**config.mk**
```make
export PLATFORM = sky130hd
export DESIGN_NAME = load_store_unit
export DESIGN_NICKNAME = d
export VERILOG_FILES = /design/src/rtl/load_store_unit.sv
export SDC_FILE = /design/constraint.sdc
export NUM_CORES = 1
export LEC_CHECK = 0
export ABC_AREA = 1
export BUFFER_PORTS_ARGS = -buffer_cell sky130_fd_sc_hd__buf_2
export CAP_MARGIN = 20
export CORE_ASPECT_RATIO = 0.8
export CORE_MARGIN = 5
export CORE_UTILIZATION = 45
export CTS_BUF_LIST = sky130_fd_sc_hd__clkbuf_8
export DETAILED_ROUTE_END_ITERATION = 7
export HOLD_SLACK_MARGIN = 0.12
export PLACE_DENSITY_LB_ADDON = 0.15
export SETUP_SLACK_MARGIN = 0.15
export SLEW_MARGIN = 20
export SYNTH_ARGS = -nofsm -noshare
export SYNTH_HDL_FRONTEND = slang
export SYNTH_SLANG_ARGS = --single-unit
export TNS_END_PERCENT = 10
```
**constraint.sdc**
```tcl
create_clock -name clk -period 4.5 [get_ports clk]
set_input_delay 0.225 -clock clk [delete_from_list [all_inputs] [get_ports clk]]
set_output_delay 0.225 -clock clk [all_outputs]
set_load 0.01 [all_outputs]
```
**src/rtl/load_store_unit.sv**
```systemverilog
//==============================================================================
// Module   : load_store_unit
// Brief    : RV32I memory-stage load/store unit with a valid/ready memory port.
// Revision : 1.0
//==============================================================================
`default_nettype none

module load_store_unit (
    input  logic        clk,
    input  logic        reset,
    input  logic        start,
    input  logic        is_load,
    input  logic        is_store,
    input  logic [2:0]  funct3,
    input  logic [31:0] alu_result,
    input  logic [31:0] store_data,
    output logic        busy,
    output logic        done,
    output logic        fault,
    output logic [31:0] load_data,
    output logic        mem_req_valid,
    input  logic        mem_req_ready,
    output logic [31:0] mem_addr,
    output logic        mem_we,
    output logic [3:0]  mem_wstrb,
    output logic [31:0] mem_wdata,
    input  logic        mem_rsp_valid,
    input  logic [31:0] mem_rdata
);

    typedef enum logic [1:0] {
        S_IDLE     = 2'd0,
        S_REQ      = 2'd1,
        S_WAIT_RSP = 2'd2,
        S_DONE     = 2'd3
    } state_t;

    state_t      r_state;
    state_t      w_next;

    logic [31:0] r_addr;
    logic [1:0]  r_lane;
    logic [2:0]  r_funct3;
    logic        r_we;
    logic [3:0]  r_wstrb;
    logic [31:0] r_wdata;
    logic        r_fault;
    logic [31:0] r_load_data;

    logic        w_legal_ld;
    logic        w_legal_st;
    logic        w_misalign;
    logic        w_fault_in;
    logic        w_noop;
    logic        w_accept;
    logic [3:0]  w_strb;
    logic [31:0] w_wdata;
    logic [31:0] w_shifted;
    logic [31:0] w_ext;

    // Request decode, evaluated on the raw execute-stage inputs
    always_comb begin
        w_legal_ld = (funct3 == 3'b000) || (funct3 == 3'b001) || (funct3 == 3'b010) ||
                     (funct3 == 3'b100) || (funct3 == 3'b101);
        w_legal_st = (funct3 == 3'b000) || (funct3 == 3'b001) || (funct3 == 3'b010);
        w_misalign = ((funct3[1:0] == 2'b01) && alu_result[0]) ||
                     ((funct3[1:0] == 2'b10) && (alu_result[1:0] != 2'b00));
        w_fault_in = (is_load && is_store) ||
                     (is_load  && (!w_legal_ld || w_misalign)) ||
                     (is_store && (!w_legal_st || w_misalign));
        w_noop     = !is_load && !is_store;
        w_accept   = (r_state == S_IDLE) && start;
    end

    always_comb begin
        w_strb  = 4'b1111;
        w_wdata = store_data;
        case (funct3[1:0])
            2'b00: begin
                w_strb  = 4'b0001 << alu_result[1:0];
                w_wdata = {4{store_data[7:0]}};
            end
            2'b01: begin
                w_strb  = 4'b0011 << alu_result[1:0];
                w_wdata = {2{store_data[15:0]}};
            end
            default: ;
        endcase
    end

    // Halfwords are aligned by now, so lane bit 1 alone selects the half
    always_comb begin
        w_shifted = mem_rdata >> {r_lane, 3'b000};
        case (r_funct3)
            3'b000:  w_ext = {{24{w_shifted[7]}}, w_shifted[7:0]};
            3'b001:  w_ext = {{16{w_shifted[15]}}, w_shifted[15:0]};
            3'b100:  w_ext = {24'd0, w_shifted[7:0]};
            3'b101:  w_ext = {16'd0, w_shifted[15:0]};
            default: w_ext = mem_rdata;
        endcase
    end

    always_ff @(posedge clk or posedge reset) begin
        if (reset) begin
            r_state <= S_IDLE;
        end else begin
            r_state <= w_next;
        end
    end

    always_comb begin
        w_next = r_state;
        case (r_state)
            S_IDLE: begin
                if (start) begin
                    w_next = (w_fault_in || w_noop) ? S_DONE : S_REQ;
                end
            end
            S_REQ: begin
                if (mem_req_ready) begin
                    w_next = r_we ? S_DONE : S_WAIT_RSP;
                end
            end
            S_WAIT_RSP: begin
                if (mem_rsp_valid) begin
                    w_next = S_DONE;
                end
            end
            S_DONE:  w_next = S_IDLE;
            default: w_next = S_IDLE;
        endcase
    end

    always_ff @(posedge clk or posedge reset) begin
        if (reset) begin
            r_addr      <= 32'd0;
            r_lane      <= 2'd0;
            r_funct3    <= 3'd0;
            r_we        <= 1'b0;
            r_wstrb     <= 4'd0;
            r_wdata     <= 32'd0;
            r_fault     <= 1'b0;
            r_load_data <= 32'd0;
        end else begin
            if (w_accept) begin
                r_fault <= w_fault_in;
                // Faulting and no-op requests leave the memory port untouched
                if (!w_fault_in && !w_noop) begin
                    r_addr   <= {alu_result[31:2], 2'b00};
                    r_lane   <= alu_result[1:0];
                    r_funct3 <= funct3;
                    r_we     <= is_store;
                    r_wstrb  <= is_store ? w_strb : 4'd0;
                    r_wdata  <= is_store ? w_wdata : 32'd0;
                end
            end
            if ((r_state == S_WAIT_RSP) && mem_rsp_valid) begin
                r_load_data <= w_ext;
            end
        end
    end

    assign busy          = (r_state != S_IDLE);
    assign done          = (r_state == S_DONE);
    assign fault         = (r_state == S_DONE) && r_fault;
    assign mem_req_valid = (r_state == S_REQ);
    assign mem_addr      = r_addr;
    assign mem_we        = r_we;
    assign mem_wstrb     = r_wstrb;
    assign mem_wdata     = r_wdata;
    assign load_data     = r_load_data;

endmodule

`default_nettype wire

```
==> metrics.txt <==
maximum vdd drop 0.262 mV; GPL Wtd Cong 0.882; Clk pin slew, worst setup/hold paths 0.10 ns; capturing point of the worst reg2reg path load_data[4]; number of global-route vias before repair 5379; TritonRoute pass-1 iters 4; fmax 380 MHz; Buf+Inv Stages, Crit Path 1; RSZ-0062 raised after global routing false; max_slew headroom 35.3%; worst-path fanout max 28; Die H 110 um; buffers inserted by post-CTS timing repair 0; fin. max-slew vios 0; part of the power in combinational logic 43.9%; Sw Share 43.2%; sequential power share 41.4%; final core occ 58.8%; total CTS buffers 9; Worst path depth 5; Seq cells post-synth 107; Psw 1.81 mW; drt via density 4.79; Wirelength per Cell 14.1 um; remaining antenna violation count 0; WHS Path Cells 3; total power 4.20 mW; Netlist cell types 30; die area 0.0149 mm^2; Ports 211; hold endpoint r_lane[1]; Worst Skew 0.00962 ns; Reg-to-Reg Start r_funct3[1]; Vias 5613; maxcap violations 0; Initial Utilization 46.2%; CTS max path bufs 2; warnings from Yosys 0; leakage 4.24 nW; Setup violations, final 0; Setup Crit Path Kind flop to flop; area of the core 0.0123 mm^2; mean post-synth cell area 7.25 um^2; CP top delay family flip-flops; Placement Rows 36; Final Hold Fails 0; Post-Synthesis Cells 781; share of cells above drive strength 1 23.9%; largest net degree at the start of global routing 73; Setup crit end kind flop; leading cell type in the layout, fill and taps excluded nand2_1; final WL 16.5 mm; Worst Max-Slew Pin Slew 0.967 ns; R2R cell count 5; Post-DP HPWL 11.4 mm; die width 135 um; synthesized cell area 0.00566 mm^2; slowest stage delay, CP 0.96 ns; Setup TNS Final 0 ns; CTS Sinks 107; CP arrival 2.91 ns; PortBufs 208; Root Buffer clkbuf_8; crit start category flop; Final Cycle Share 58.5%; Overflow after GRT 0; H-tree depth 3; critical path cell sequence clkinv_1, o21ai_1, a21oi_1, nand2_1, nand2_1; Hold Startpoint alu_result[1]; DRC Markers 0; Internal 2.39 mW; sequential element share of the synthesized area 47.3%; PwrDens 583 mW/mm^2; DRT iter0 DRCs 443; diode count 0; WHS 0.133 ns; Hold/Removal Path Class primary input to flop; CTS tree built; commonest non-fill, non-tap cells in the layout nand2_1 (368), buf_2 (208), dfrtp_1 (107), inv_1 (68), a21oi_1 (54); Net count, final 1107; clock network power share 14.7%; most used cell, CP nand2_1; Placed Area 0.00665 mm^2; status finished clean; fin area 0.00720 mm^2; GRT Total Usage 22.3%; r2r setup slk 1.87 ns; global-route wire length before repair 26.6 mm; Final Critical Period 2.63 ns; Worst path slowest cell dfrtp_1; CP required 4.77 ns; Synth-to-Final Area Change 27.3%; initial antenna violation count 2; fillers 1192; clk_lat worst skew 0.38 ns
-- metrics by stage --
stage	cells	setup slack (ns)
floorplan	782	1.46
global placement	1121	1.81
detailed placement	1121	1.73
CTS	1170	1.95
global route	1171	1.58
finish	1171	1.87
-- sequential cells by signal (all words and copies together) (netlist names) --
register and flops:
r_state 2, r_fault 1, mem_addr 30, load_data 32, r_funct3 3, mem_we 1
r_lane 2, mem_wstrb 4, mem_wdata 32
-- kinds of logic (layout without fill, tap and decap cells) --
logic type | Yosys count | after routing | synth area share, %
and+or+nand+nor | 448 | 448 | 32.1
buffers and inverters | 115 | 333 | 10.0
DFF | 107 | 107 | 47.3
AOI/OAI and AO/OA | 105 | 105 | 9.44
adders and majority gates | 5 | 5 | 1.11
other | 1 | 2 | 0.0663
-- power by group through the flow --
stage	Sequential (mW)	Combinational (mW)	Clock [mW]
floorplan	1.83	1.04	0
global placement	1.75	1.79	0
detailed placement	1.74	1.84	0
CTS	1.73	1.86	0.638
global route	1.80	2.11	0.671
finish	1.74	1.85	0.618
-- area by class of cell --
class,count,area (um^2),share of cell area [%]
clock buffer,9,124,1.72
timing repair buffer,245,1420,19.7
sequential,107,2680,37.2
clock inverter,6,73.8,1.02
multi-input combinational,560,2420,33.6
tap,171,214,2.97
inverter,73,279,3.87
-- worst register-to-register path, stage by stage (launching register included) --
cell      delay [ns]
dfrtp_1         0.96
clkinv_1        0.74
o21ai_1         0.56
a21oi_1         0.13
nand2_1         0.09
nand2_1         0.05
-- routing by layer --
metal	track usage, %	wire, um	vias to the layer above
li1	-	-	2843
met1	30.5	7270	2520
met2	34.7	7370	219
met3	7.08	1510	27
met4	5.54	277	4
met5	0	25	-
-- synthesized netlist by cell type (all sizes together) --
master / number / share of area [%]
nand3: 36 / 3.2
buf: 28 / 4.2
ha: 5 / 1.1
a31oi: 1 / 0.11
o22ai: 1 / 0.11
o21ai: 47 / 4.2
inv: 72 / 4.8
nand4: 3 / 0.86
a21oi: 55 / 4.9
nand2: 371 / 25
nor2: 29 / 2.4
conb: 1 / 0.066
dfrtp: 107 / 47
o211ai: 1 / 0.13
nor3: 9 / 0.80
clkbuf: 14 / 0.93
clkinv: 1 / 0.066
-- timing repair --
action                                 4_1_cts  5_1_grt
hold buffers                                34        0
resized for setup                            0        0
endpoints found under the hold margin       93        0
-- worst max path at each step --
stage | startpoint | to | slack [ns]
after floorplan | reset | load_data[0] | 1.46
after global placement | is_store | mem_wdata[0] | 1.81
after detailed placement | is_store | mem_wdata[1] | 1.73
after CTS | r_funct3[1] | load_data[4] | 1.95
after global routing | r_funct3[1] | load_data[16] | 1.58
final | r_funct3[1] | load_data[4] | 1.87
Power figures use the tool's default switching activity.
